===== src/rtl/dsl_sdram_pkg.sv =====
// Shared definitions for the SDRAM capture/read-back slice: state codes,
// word-to-byte address shift and default data width.
package dsl_sdram_pkg;

   localparam int DSL_DATA_W = 16;
   localparam int ADDR_SHIFT = 2;
   localparam int INFL_W     = 4;
   localparam int CNT_W      = 33;

   typedef logic [1:0] state_t;

   localparam state_t ST_IDLE  = 2'd0;
   localparam state_t ST_READ  = 2'd1;
   localparam state_t ST_DRAIN = 2'd2;
   localparam state_t ST_DONE  = 2'd3;

   // Word count for a capture whose last index is 'last'; 33 bits so an
   // all-ones last index still yields a non-zero count.
   function automatic logic [CNT_W-1:0] word_count(input logic [31:0] last);
      return {1'b0, last} + CNT_W'(1);
   endfunction

endpackage


===== src/rtl/dread_if.sv =====
// Read-back bus: sdramc read port plus the downstream host-side FIFO push port.
interface dread_if #(
   parameter int DATA_W = dsl_sdram_pkg::DSL_DATA_W
);

   logic              rd_req;
   logic              rd_valid;
   logic [31:0]       rd_addr;
   logic [DATA_W-1:0] rd_data;
   logic              rd_data_valid;
   logic              ds_afull;
   logic              ds_push;
   logic [DATA_W-1:0] ds_data;

   modport master (
      output rd_req, rd_addr, ds_push, ds_data,
      input  rd_valid, rd_data, rd_data_valid, ds_afull
   );

   modport slave (
      input  rd_req, rd_addr, ds_push, ds_data,
      output rd_valid, rd_data, rd_data_valid, ds_afull
   );

endinterface


===== src/rtl/dread_addr_gen.sv =====
// Word index generator for read-back: walks start..last, wraps to 0, and
// counts the words still to be issued.
module dread_addr_gen
   import dsl_sdram_pkg::*;
(
   input  logic        clk,
   input  logic        rst_n,
   input  logic        load,
   input  logic        advance,
   input  logic [31:0] start_idx,
   input  logic [31:0] last,
   output logic [31:0] addr,
   output logic        more_left
);

   logic [31:0]      idx_q, idx_d;
   logic [31:0]      last_q, last_d;
   logic [CNT_W-1:0] issue_left_q, issue_left_d;

   // NOTE: every signal gets a default first so no path leaves it unassigned (no latch).
   always_comb begin
      idx_d        = idx_q;
      last_d       = last_q;
      issue_left_d = issue_left_q;
      if (load) begin
         idx_d        = start_idx;
         last_d       = last;
         issue_left_d = word_count(last);
      end else if (advance && (issue_left_q != '0)) begin
         idx_d        = (idx_q == last_q) ? '0 : idx_q + 32'd1;
         issue_left_d = issue_left_q - CNT_W'(1);
      end
   end

   // NOTE: sequential state uses non-blocking assignments only.
   always_ff @(posedge clk or negedge rst_n) begin
      if (!rst_n) begin
         idx_q        <= '0;
         last_q       <= '0;
         issue_left_q <= '0;
      end else begin
         idx_q        <= idx_d;
         last_q       <= last_d;
         issue_left_q <= issue_left_d;
      end
   end

   assign addr      = idx_q << ADDR_SHIFT;
   assign more_left = (issue_left_d != '0);

endmodule


===== src/rtl/dread.sv =====
// SDRAM read-back engine: issues sequential word reads with a bounded number
// outstanding and forwards returned words to the downstream FIFO.
module dread
   import dsl_sdram_pkg::*;
#(
   parameter int MAX_OUTSTANDING = 8,
   parameter int DATA_W          = DSL_DATA_W
) (
   input  logic        sdram_clk,
   input  logic        sdram_rst_n,
   input  logic        read_start,
   input  logic        read_abort,
   input  logic [31:0] sample_last_cnt,
   input  logic [31:0] rd_start_idx,
   dread_if.master     bus,
   output logic        rd_busy,
   output logic        rd_done,
   output logic        rd_err
);

   localparam logic [INFL_W-1:0] MAX_OUT = INFL_W'(MAX_OUTSTANDING);

   state_t             state_q, state_d;
   logic               rd_req_q, rd_req_d;
   logic [INFL_W-1:0]  inflight_q, inflight_d;
   logic [CNT_W-1:0]   returned_left_q, returned_left_d;
   logic               ds_push_q, ds_push_d;
   logic [DATA_W-1:0]  ds_data_q, ds_data_d;
   logic               rd_err_q, rd_err_d;

   logic               start_ok, start_bad, accept, ret_ok, ret_bad, more_left;
   logic [31:0]        rd_addr;

   assign start_ok  = (state_q == ST_IDLE) && read_start && (rd_start_idx <= sample_last_cnt);
   assign start_bad = (state_q == ST_IDLE) && read_start && (rd_start_idx >  sample_last_cnt);
   assign accept    = rd_req_q && bus.rd_valid;
   // A return with nothing in flight is a protocol error and is never counted.
   assign ret_ok    = bus.rd_data_valid && (inflight_q != '0);
   assign ret_bad   = bus.rd_data_valid && (inflight_q == '0);

   dread_addr_gen u_addr_gen (
      .clk       (sdram_clk),
      .rst_n     (sdram_rst_n),
      .load      (start_ok),
      .advance   (accept),
      .start_idx (rd_start_idx),
      .last      (sample_last_cnt),
      .addr      (rd_addr),
      .more_left (more_left)
   );

   always_comb begin
      inflight_d      = inflight_q;
      returned_left_d = returned_left_q;
      rd_req_d        = 1'b0;
      ds_push_d       = 1'b0;
      ds_data_d       = ds_data_q;
      rd_err_d        = rd_err_q;

      if (accept && !ret_ok) inflight_d = inflight_q + INFL_W'(1);
      else if (!accept && ret_ok) inflight_d = inflight_q - INFL_W'(1);

      if (ret_ok)   returned_left_d = returned_left_q - CNT_W'(1);
      if (start_ok) returned_left_d = word_count(sample_last_cnt);

      case (state_q)
         ST_READ: begin
            // A request already on the bus is held until accepted, abort or not.
            rd_req_d = (rd_req_q && !bus.rd_valid) ||
                       (!read_abort && more_left && !bus.ds_afull && (inflight_d < MAX_OUT));
            if (ret_ok) begin
               ds_push_d = 1'b1;
               ds_data_d = bus.rd_data;
            end
         end
         ST_DRAIN: rd_req_d = rd_req_q && !bus.rd_valid;
         default:  rd_req_d = 1'b0;
      endcase

      if (start_ok)             rd_err_d = 1'b0;
      if (start_bad || ret_bad) rd_err_d = 1'b1;
   end

   always_ff @(posedge sdram_clk or negedge sdram_rst_n) begin
      if (!sdram_rst_n) begin
         rd_req_q        <= 1'b0;
         inflight_q      <= '0;
         returned_left_q <= '0;
         ds_push_q       <= 1'b0;
         ds_data_q       <= '0;
         rd_err_q        <= 1'b0;
      end else begin
         rd_req_q        <= rd_req_d;
         inflight_q      <= inflight_d;
         returned_left_q <= returned_left_d;
         ds_push_q       <= ds_push_d;
         ds_data_q       <= ds_data_d;
         rd_err_q        <= rd_err_d;
      end
   end

   always_ff @(posedge sdram_clk or negedge sdram_rst_n) begin
      if (!sdram_rst_n) state_q <= ST_IDLE;
      else              state_q <= state_d;
   end

   always_comb begin
      state_d = state_q;
      case (state_q)
         ST_IDLE:  if (start_ok) state_d = ST_READ;
         ST_READ: begin
            if (returned_left_d == '0) state_d = ST_DONE;
            else if (read_abort)       state_d = ST_DRAIN;
         end
         ST_DRAIN: if ((inflight_d == '0) && !rd_req_d) state_d = ST_IDLE;
         ST_DONE:  state_d = ST_IDLE;
         default:  state_d = ST_IDLE;
      endcase
   end

   always_comb begin
      rd_busy = (state_q != ST_IDLE);
      rd_done = (state_q == ST_DONE);
   end

   assign bus.rd_req  = rd_req_q;
   assign bus.rd_addr = rd_addr;
   assign bus.ds_push = ds_push_q;
   assign bus.ds_data = ds_data_q;
   assign rd_err      = rd_err_q;

endmodule


===== src/flat_wrapper.sv =====
// flat-port wrapper written by rule: the top's interface ports become plain ports
module dread_flat import dsl_sdram_pkg::*;
#(
   parameter int MAX_OUTSTANDING = 8,
   parameter int DATA_W          = DSL_DATA_W
)
  (sdram_clk, sdram_rst_n, read_start, read_abort, sample_last_cnt, rd_start_idx, rd_busy, rd_done, rd_err, bus_rd_req, bus_rd_addr, bus_ds_push, bus_ds_data, bus_rd_valid, bus_rd_data, bus_rd_data_valid, bus_ds_afull);
  dread_if #(.DATA_W(DATA_W)) bus_i ();
  input  logic sdram_clk;
  input  logic sdram_rst_n;
  input  logic read_start;
  input  logic read_abort;
  input  logic [31:0] sample_last_cnt;
  input  logic [31:0] rd_start_idx;
  output logic rd_busy;
  output logic rd_done;
  output logic rd_err;
  output wire logic [$bits(bus_i.rd_req)-1:0] bus_rd_req;
  output wire logic [$bits(bus_i.rd_addr)-1:0] bus_rd_addr;
  output wire logic [$bits(bus_i.ds_push)-1:0] bus_ds_push;
  output wire logic [$bits(bus_i.ds_data)-1:0] bus_ds_data;
  input wire logic [$bits(bus_i.rd_valid)-1:0] bus_rd_valid;
  input wire logic [$bits(bus_i.rd_data)-1:0] bus_rd_data;
  input wire logic [$bits(bus_i.rd_data_valid)-1:0] bus_rd_data_valid;
  input wire logic [$bits(bus_i.ds_afull)-1:0] bus_ds_afull;
  assign bus_rd_req = bus_i.rd_req;
  assign bus_rd_addr = bus_i.rd_addr;
  assign bus_ds_push = bus_i.ds_push;
  assign bus_ds_data = bus_i.ds_data;
  assign bus_i.rd_valid = bus_rd_valid;
  assign bus_i.rd_data = bus_rd_data;
  assign bus_i.rd_data_valid = bus_rd_data_valid;
  assign bus_i.ds_afull = bus_ds_afull;
  dread #(.MAX_OUTSTANDING(MAX_OUTSTANDING), .DATA_W(DATA_W)) u_core (.sdram_clk(sdram_clk), .sdram_rst_n(sdram_rst_n), .read_start(read_start), .read_abort(read_abort), .sample_last_cnt(sample_last_cnt), .rd_start_idx(rd_start_idx), .bus(bus_i), .rd_busy(rd_busy), .rd_done(rd_done), .rd_err(rd_err));
endmodule

===== config.mk =====
export PLATFORM = sky130hd
export DESIGN_NAME = dread_flat
export DESIGN_NICKNAME = d
export VERILOG_FILES = /design/src/rtl/dsl_sdram_pkg.sv /design/src/rtl/dread_if.sv /design/src/rtl/dread_addr_gen.sv /design/src/rtl/dread.sv /design/src/flat_wrapper.sv
export SDC_FILE = /design/constraint.sdc
export NUM_CORES = 1
export LEC_CHECK = 0
export CORE_ASPECT_RATIO = 0.7
export CORE_UTILIZATION = 40
export DETAILED_ROUTE_END_ITERATION = 12
export GPL_TIMING_DRIVEN = 1
export REMOVE_ABC_BUFFERS = 1
export SLEW_MARGIN = 10
export SYNTH_ARGS = -nofsm -noshare
export SYNTH_HDL_FRONTEND = slang
export SYNTH_SLANG_ARGS = --single-unit

===== constraint.sdc =====
create_clock -name sdram_clk -period 6.15 [get_ports sdram_clk]
set_clock_uncertainty 0.1 [all_clocks]
set_input_delay 1.23 -clock sdram_clk [delete_from_list [all_inputs] [get_ports sdram_clk]]
set_output_delay 1.23 -clock sdram_clk [all_outputs]
set_load 0.01 [all_outputs]

==> run metrics, run 1 <==
post_cts resized=0; start point of the critical path=sample_last_cnt[13]; Sink Count=155; Psw=approximately 0.0023 W; DRC viols=0; Clock Latency Late Sink=0.45 ns; Worst path max stage delay=just over 0.6 ns; cts hold-fix bufs=0; Clock Tree Buf Depth=2; FMAX=188 MHz; global-route total usage across every layer=26.4%; R2R Path Start=u_core.u_addr_gen.issue_left_q[19]; CTS tree=built; Routed WL=36,000 um; CTS root buffer=clkbuf_16; clock power share=19.5%; area grow syn2layout=19.8%; Slew headroom=43.7%; status=complete, no violations; fin crit share=86.6%; slowest CP cell=or4_1; synthesized flop and latch total=155; min Tclk post-route=around 5.3 ns; worst hold start=u_core.u_addr_gen.last_q[26]; layout cell share with drive strength beyond 1=7.13%; Finish-stage setup viols=0; max-cap violations=0; Die Height=140 um; Post-Place Cells=1,735; pin count of the biggest net entering global routing=87; Worst Hold Slack=0.399 ns; Crit. End Element=flip-flop; Seq/Total Area, Yosys=35.7%; crit path kind=in -> reg; Cells after Synth=1,299; Post-DRT Antenna Nets=0; static power due to leakage=4.94 nW; die width=199 um; Max IR drop VDD=0.248 mV; mean routed wirelength per cell=roughly 20 um; area post-placement=roughly 0.012 mm^2; placement row count=50; Synth Cell Area=0.0109 mm^2; final-stage net count=1,520; area leader, netlist=dfrtp_1; First-pass DRT Iterations=5; share of flip-flops with an asynchronous set or reset=between 90% and 100%; Slew @ Worst Pin=0.845 ns; Final Max Tran Viols=0; final hold viol count=0; crit-path max FO=11; most used cell, CP=a31oi_1; # fillers=2,606; vias in the first global route=9,410; Final Util=around 49%; CTS Buf Count=17; Comb power frac=40.5%; Top FF cell, synth=dfrtp_1; post-DP HPWL=28,100 um; DR iter-0 viols=1,010; cell-by-cell trace of the critical path=clkdlybuf4s50_1, inv_1, ha_1, nand4_1, or4_1, nor3_1, a31oi_1, or2_4, or4bb_1, a22oi_1, a31oi_1, a311oi_2, mux2_1; RSZ-0062 raised after global routing=false; WP data required=~6.4 ns; Setup crit start kind=primary input; PortBufs=137; grt total ovfl=0; Via density=5.81; worst path arrival time=5.56 ns; initial antenna violation count=0; Final Instance Count excl. Fillers=1,769; largest cells by area after synthesis=dfrtp_1 36%, xnor2_1 6.0%, ha_1 4.9%; die area=0.0279 mm^2; Synth cell types=74; switch share=42.3%; H-tree levels=4; Synthesis Warnings=0; register share of total power=approximately two fifths; Top Ports=140; CTS clk-pin slew, worst paths=0.06 ns; Starting Density=between 40% and 50%; mean post-synth cell area=between 8 and 9 um^2; Core Area=around 0.027 mm^2; top-area cell type share of the netlist area=35.7%; routability congestion estimate=approximately 0.95; via count=approximately 10,000; number of flops mapped to enable cells by yosys=0; worst hold path type=reg -> reg; fin area=approximately 0.013 mm^2; setup bufs post-CTS=0; P per Cell Area=412 mW/mm^2; P_int=0.00310 W; first-pass GRT wire length=55,400 um
placed cells by master (no fill, tap or decap), types with 20 or more instances in the layout:
cell type	count
buf_4	26
xor2_1	55
nor3_1	42
a21oi_1	91
or3_1	20
xnor2_1	75
nand4_1	34
inv_1	53
nor4_1	51
ha_1	43
nand2_1	135
nand3_1	37
clkdlybuf4s50_1	136
nor2_1	94
a31oi_1	24
dfrtp_1	155
o21ai_0	99
layer usage:
metal / vias to the layer above / track usage (%) / wire length, um
li1: 4826 / - / -
met1: 4939 / 42.8 / 18000
met2: 476 / 33.7 / 13700
met3: 31 / 6.77 / 3790
met4: 0 / 5.95 / 470
met5: - / 0 / 0
worst max-delay path: cells and delay by family:
family / cells / cell delay (ns)
AO/OA/AOI/OAI: 4 / 0.96
adder cells (fa/ha/maj): 1 / 0.32
buffers and inverters: 2 / 0.76
multiplexers: 1 / 0.35
AND/OR/NAND/NOR: 5 / 1.92
area by class of cell:
class                      count  area [um^2]  area share (%)
inverter                      53          199            1.53
sequential                   155         3880            29.8
antenna                        2         5.00          0.0384
multi-input combinational   1000         6360            48.8
tap                          364          455            3.50
clock buffer                  17          425            3.27
clock inverter                15          140            1.08
timing repair buffer         163         1570            12.0
registers in the layout, indices dropped and copies added, names as in the netlist:
register	cells
u_core.bus.ds_data	16
u_core.inflight_q	4
u_core.returned_left_q	33
u_core.bus.ds_push	1
u_core.u_addr_gen.issue_left_q	33
u_core.u_addr_gen.last_q	32
u_core.bus.rd_req	1
u_core.rd_err	1
u_core.state_q	2
u_core.u_addr_gen.idx_q	32
Yosys cell counts (8+ instances only):
cell type / number
ha_1: 43
clkbuf_1: 48
nor4b_1: 8
inv_1: 53
mux2_2: 17
nand3_1: 37
nor4_1: 51
nor3b_1: 9
nor3_1: 42
or4_1: 13
xnor2_1: 75
o21ai_0: 101
and3_1: 15
buf_4: 32
nand2b_1: 8
or3_1: 20
dfrtp_1: 155
a21boi_0: 8
a31oi_1: 25
nor2b_1: 8
nand4_1: 34
a21oi_1: 91
xor2_1: 55
and2_1: 9
nand2_1: 135
nor2_1: 96
final timing paths:
path / end / slack (ns) / cells past startpoint
setup / recovery: u_core.state_q[0] / 0.82 / 13
hold / removal: u_core.u_addr_gen.last_q[26] / 0.40 / 2
setup reg to reg: u_core.state_q[0] / 1.71 / 10
hold reg to reg: u_core.u_addr_gen.last_q[26] / 0.40 / 2
max in group asynchronous: u_core.returned_left_q[2] / 4.09 / 2
min in group asynchronous: u_core.u_addr_gen.idx_q[8] / 0.76 / 1
power groups by stage:
stage	logic (W)	registers, W	clock network (W)
floorplan	0.00121	0.00205	0
global placement	0.00212	0.00213	0
detailed placement	0.00214	0.00214	0
CTS	0.00215	0.00213	0.00107
global route	0.00239	0.00222	0.00111
finish	0.00218	0.00214	0.00105
per-stage QoR:
| stage | setup WS [ns] | power, W | setup TNS [ns] |
|---|---|---|---|
| finish | 0.823 | 0.00537 | 0 |
| global route | 0.615 | 0.00573 | 0 |
| CTS | 0.950 | 0.00535 | 0 |
| detailed placement | 0.496 | 0.00428 | 0 |
| global placement | 0.645 | 0.00425 | 0 |
| floorplan | -0.860 | 0.00326 | -2.01 |
cell families after synthesis:
family | Yosys count | synth area share (%)
compound gates | 284 | 15.5
xor+xnor | 130 | 10.5
fa+ha+maj | 43 | 4.95
buf+inv | 145 | 6.17
flops | 155 | 35.7
mux | 25 | 2.51
other cells | 1 | 0.0345
simple gates | 516 | 24.7
(Power assumes the default switching activity.)
==> inputs of run 2 (changes only) <==
--- a/config.mk
+++ b/config.mk
@@ -6,6 +6,7 @@
 export NUM_CORES = 1
 export LEC_CHECK = 0
 export CORE_ASPECT_RATIO = 0.7
+export CORE_MARGIN = 10
 export CORE_UTILIZATION = 40
 export DETAILED_ROUTE_END_ITERATION = 12
 export GPL_TIMING_DRIVEN = 1
==> run 2 against run 1 <==
Compared with the run above:
- utilization down 0.13 points
- non-clock buffer count down 3
- sequential cell count unchanged
- via count down 1.1%
- largest cell class unchanged
==> run metrics, run 2 (synthesis gave the netlist of run 1 again) <==
max-cap violations=0; DRC viols=0; PortBufs=137; global-route total usage across every layer=21.6%; Reg2Reg Depth=10; Sink Count=155; Comb power frac=roughly two fifths; worst hold endpoint=u_core.u_addr_gen.last_q[16]; crit path kind=in -> reg; area grow syn2layout=19.8%; final worst setup slack=0.852 ns; biggest registers after layout=u_core.returned_left_q: 33 flops, u_core.u_addr_gen.issue_left_q: 33 flops; worst hold path type=reg -> reg; worst hold start=u_core.u_addr_gen.last_q[16]; cts hold-fix bufs=0; CTS Buf Count=17; most common cell after layout, fill and taps aside=dfrtp_1; CTS clk-pin slew, worst paths=0.07 ns; min Tclk post-route=5.30 ns; final hold viol count=0; layout cell share with drive strength beyond 1=6.93%; switch share=42.7%; Routed WL=37,300 um; first-pass GRT wire length=between 50,000 and 60,000 um; WHS Path Cells=2; H-tree levels=4; WP data required=6.37 ns; placement row count=50; final-stage net count=roughly 1,500; static power due to leakage=4.93 nW; register share of total power=39.8%; die area=between 0.03 and 0.04 mm^2; Top Ports=140; Starting Density=40.6%; Tot Pwr=0.00541 W; GR Layer Usage met2=27.7%; Core Area=0.0268 mm^2; P_int=0.00310 W; pre-CTS setup slack=0.481 ns; setup bufs post-CTS=0; global-route met1 utilization=33.4%; Psw=0.00231 W; post-DP HPWL=29,200 um; die width=217 um; status=complete, no violations; vias in the first global route=9,396; P per Cell Area=416 mW/mm^2; post_cts resized=0; crit-path max FO=42; grt total ovfl=0; Post-DRT Antenna Nets=0; mean routed wirelength per cell=roughly 21 um; Clock Tree Buf Depth=2; Via density=around 5.8; RSZ-0062 raised after global routing=false; DR iter-0 viols=1,149; Final Max Tran Viols=0; Die Height=approximately 160 um; pin count of the biggest net entering global routing=90; Slew headroom=25.4%; fin crit share=86.1%; via count=a little over 10,000; FF-to-FF End=u_core.state_q[0]; R2R Path Start=u_core.u_addr_gen.issue_left_q[19]; most used routing layer=met1; FMAX=189 MHz; routability congestion estimate=a little under 1; Clock Latency Late Sink=0.44 ns; Setup crit start kind=primary input; worst path arrival time=5.52 ns; Finish-stage setup viols=0; Slew @ Worst Pin=1.09 ns; Crit. End Element=flip-flop; Max IR drop VDD=between 0.2 and 0.25 mV; First-pass DRT Iterations=5; clock power share=19.8%; CTS root buffer=clkbuf_16; R2R Setup Slk=between 1.5 and 2 ns; CTS tree=built; GRT met3 Usage=7.82%; initial antenna violation count=1; most frequent cells in the layout=155 x dfrtp_1, 136 x clkdlybuf4s50_1, 135 x nand2_1
## run 2: stage by stage
step / cells / instance area [um^2] / hold slack (ns) / TNS (ns) / util [%]
after floorplan: 1208 / 10400 / 0.366 / -2.01 / -
after global placement: 1732 / 12400 / 0.382 / 0 / 46.5
after detailed placement: 1732 / 12400 / 0.391 / 0 / 46.5
after CTS: 1764 / 13000 / 0.406 / 0 / 48.6
after global routing: 1764 / 13000 / 0.421 / 0 / 48.6
final: 1765 / 13000 / 0.402 / 0 / 48.6
## run 2: power by group through the flow
| stage | clock [W] | combinational, W | sequential (W) |
|---|---|---|---|
| finish | 0.00107 | 0.00219 | 0.00215 |
| global route | 0.00113 | 0.00240 | 0.00224 |
| CTS | 0.00109 | 0.00217 | 0.00214 |
| detailed placement | 0 | 0.00216 | 0.00215 |
| global placement | 0 | 0.00214 | 0.00213 |
| floorplan | 0 | 0.00121 | 0.00205 |
## run 2: routing by layer
layer | routed length, um | vias up | share of wire, %
li1 | - | 4818 | -
met1 | 18600 | 4920 | 50
met2 | 14200 | 399 | 38
met3 | 4270 | 19 | 11
met4 | 257 | 0 | 0.69
met5 | 0 | - | 0
## run 2: worst max-delay path: stages
cell and delay [ns]:
clkdlybuf4s50_1 0.55, inv_1 0.12, ha_1 0.33, nand4_1 0.21, or4_1 0.64, o21bai_1 0.20
a31oi_1 0.41, or2_4 0.36, buf_4 0.44, nor2_1 0.17, a31o_2 0.24, o211ai_1 0.11
a311oi_2 0.16, mux2_1 0.34
## run 2: layout make-up
class                           count  area (um^2)
Timing Repair Buffer              160         1560
Multi-Input combinational cell   1000         6350
Clock inverter                     15          154
Tap cell                          364          455
Inverter                           53          199
Antenna cell                        1         2.50
Fill cell                        2639        13800
Sequential cell                   155         3880
Clock buffer                       17          425
## run 2: how the worst max path moves through the flow
stage,from,to,slack [ns]
2_1_floorplan,sample_last_cnt[30],u_core.state_q[0],-0.86
6_report,sample_last_cnt[30],u_core.state_q[0],0.85
3_3_place_gp,sample_last_cnt[30],u_core.state_q[0],0.63
3_5_place_dp,sample_last_cnt[30],u_core.state_q[0],0.48
5_1_grt,sample_last_cnt[30],u_core.state_q[0],0.61
4_1_cts,sample_last_cnt[30],u_core.state_q[0],0.94
==> inputs of run 3 (changes only) <==
--- a/config.mk
+++ b/config.mk
@@ -8,8 +8,10 @@
 export CORE_ASPECT_RATIO = 0.7
 export CORE_MARGIN = 10
 export CORE_UTILIZATION = 40
+export CTS_CLUSTER_DIAMETER = 60
 export DETAILED_ROUTE_END_ITERATION = 12
 export GPL_TIMING_DRIVEN = 1
+export MAX_ROUTING_LAYER = met4
 export REMOVE_ABC_BUFFERS = 1
 export SLEW_MARGIN = 10
 export SYNTH_ARGS = -nofsm -noshare
==> run 3 against run 2 <==
Compared with the run above:
- wire length increased by 1.4%
- combinational power barely moved
- non-clock buffer count unchanged
- register-to-register slack lost 0.15 ns
- sequential cell count stayed put
- design area is 0.11% lower
- final cell count is the same
- sequential share of layout area is essentially flat
- via count increased by 2.0%
- critical path type unchanged
- largest cell class unchanged
==> run metrics, run 3 (synthesis gave the netlist of run 1 again) <==
status=complete, no violations; via count=10,400; setup bufs post-CTS=0; most frequent cells in the layout=155 x dfrtp_1, 136 x clkdlybuf4s50_1, 135 x nand2_1; Via density=5.87; DRC viols=0; RSZ-0062 raised after global routing=false; final-stage net count=between 1,500 and 2,000; Core Area=0.0268 mm^2; FMAX=190 MHz; cts hold-fix bufs=0; Final Max Tran Viols=0; final hold viol count=0; min Tclk post-route=5.26 ns; most common cell after layout, fill and taps aside=dfrtp_1; vias in the first global route=9,226; Starting Density=about two fifths; worst path arrival time=5.51 ns; layout cell share with drive strength beyond 1=between 6 and 7%; Crit. End Element=flip-flop; Finish-stage setup viols=0; Post-DRT Antenna Nets=0; Max IR drop VDD=a little over 0.2 mV; crit path kind=in -> reg; Setup crit start kind=primary input; pin count of the biggest net entering global routing=89; CTS Buf Count=17; Final Instance Count excl. Fillers=between 1,500 and 2,000; placement row count=50; DR iter-0 viols=1,089; die area=approximately 0.034 mm^2; first-pass GRT wire length=57,300 um; CTS root buffer=clkbuf_16; Slew headroom=28.6%; Slew @ Worst Pin=between 1 and 1.5 ns; area grow syn2layout=19.6%; CTS clk-pin slew, worst paths=0.07 ns; post_cts resized=0; Worst Hold Slack=0.404 ns; Clock Tree Buf Depth=2; H-tree levels=4; Tot Pwr=0.00544 W; fin crit share=85.6%; Post-Place Cells=1,732; biggest registers after layout=u_core.returned_left_q: 33 flops, u_core.u_addr_gen.issue_left_q: 33 flops; crit-path max FO=38; mean routed wirelength per cell=approximately 21 um; Top Ports=140; global-route total usage across every layer=22.4%; Final Util=48.6%; die width=217 um; grt total ovfl=0; P per Cell Area=about 420 mW/mm^2; CTS tree=built; max-cap violations=0; Sink Count=155; worst hold path type=reg -> reg; PortBufs=137; initial antenna violation count=1; total negative slack=0 ns; First-pass DRT Iterations=5; Routed WL=between 30,000 and 40,000 um; WP data required=6.40 ns; post-DP HPWL=slightly below 30,000 um; static power due to leakage=4.93 nW; Clock Latency Late Sink=0.46 ns; routability congestion estimate=0.974; # fillers=2,639; Die Height=158 um
[run 3: cell counts in the layout (fill, tap and decap cells not counted)]
No cell type changed its count.
[run 3: power breakdown]
group	switching (W)	total (W)	internal, W
Sequential	0.000649	0.00216	0.00151
Combinational	0.00119	0.00221	0.00102
Clock	0.000505	0.00108	0.000570
[run 3: metal layers]
layer  up-vias  wire [um]  GRT usage, %
met3        27       4090          6.86
met4         0        353          4.48
li1       4835          -             -
met1      5046      19100          34.2
met2       451      14300          27.6
met5         -          0             -
[run 3: final timing paths]
kind	from	end	slack, ns	depth (start not counted)
setup / recovery	sample_last_cnt[30]	u_core.state_q[0]	0.89	14
hold / removal	u_core.u_addr_gen.last_q[15]	u_core.u_addr_gen.last_q[15]	0.40	2
setup reg to reg	u_core.u_addr_gen.issue_left_q[19]	u_core.state_q[0]	1.70	10
hold reg to reg	u_core.u_addr_gen.last_q[15]	u_core.u_addr_gen.last_q[15]	0.40	2
max in group asynchronous	sdram_rst_n	u_core.u_addr_gen.issue_left_q[27]	4.11	2
min in group asynchronous	sdram_rst_n	u_core.u_addr_gen.idx_q[5]	0.66	1
[run 3: through the flow]
stage                     area [um^2]  setup slack (ns)
final                           13000             0.886
after CTS                       13000             0.950
after floorplan                 10400            -0.860
after detailed placement        12400             0.500
after global placement          12400             0.638
after global routing            13000             0.633
[run 3: critical path, cell delays in order]
cell             delay, ns
clkdlybuf4s50_1       0.56
inv_1                 0.11
ha_1                  0.33
nand4_1               0.20
or4_1                 0.62
o21bai_1              0.19
a31oi_1               0.41
or2_4                 0.38
buf_4                 0.43
nor2_1                0.16
a31o_2                0.24
o211ai_1              0.12
a311oi_2              0.16
mux2_1                0.34
[run 3: final cells by class]
type / count / area (um^2) / share of cell area (%)
antenna: 1 / 2.50 / 0.0192
clock buffer: 17 / 425 / 3.27
clock inverter: 15 / 153 / 1.17
inverter: 53 / 199 / 1.53
multi-input combinational: 1000 / 6350 / 48.8
sequential: 155 / 3880 / 29.8
tap: 364 / 455 / 3.50
timing repair buffer: 160 / 1550 / 11.9
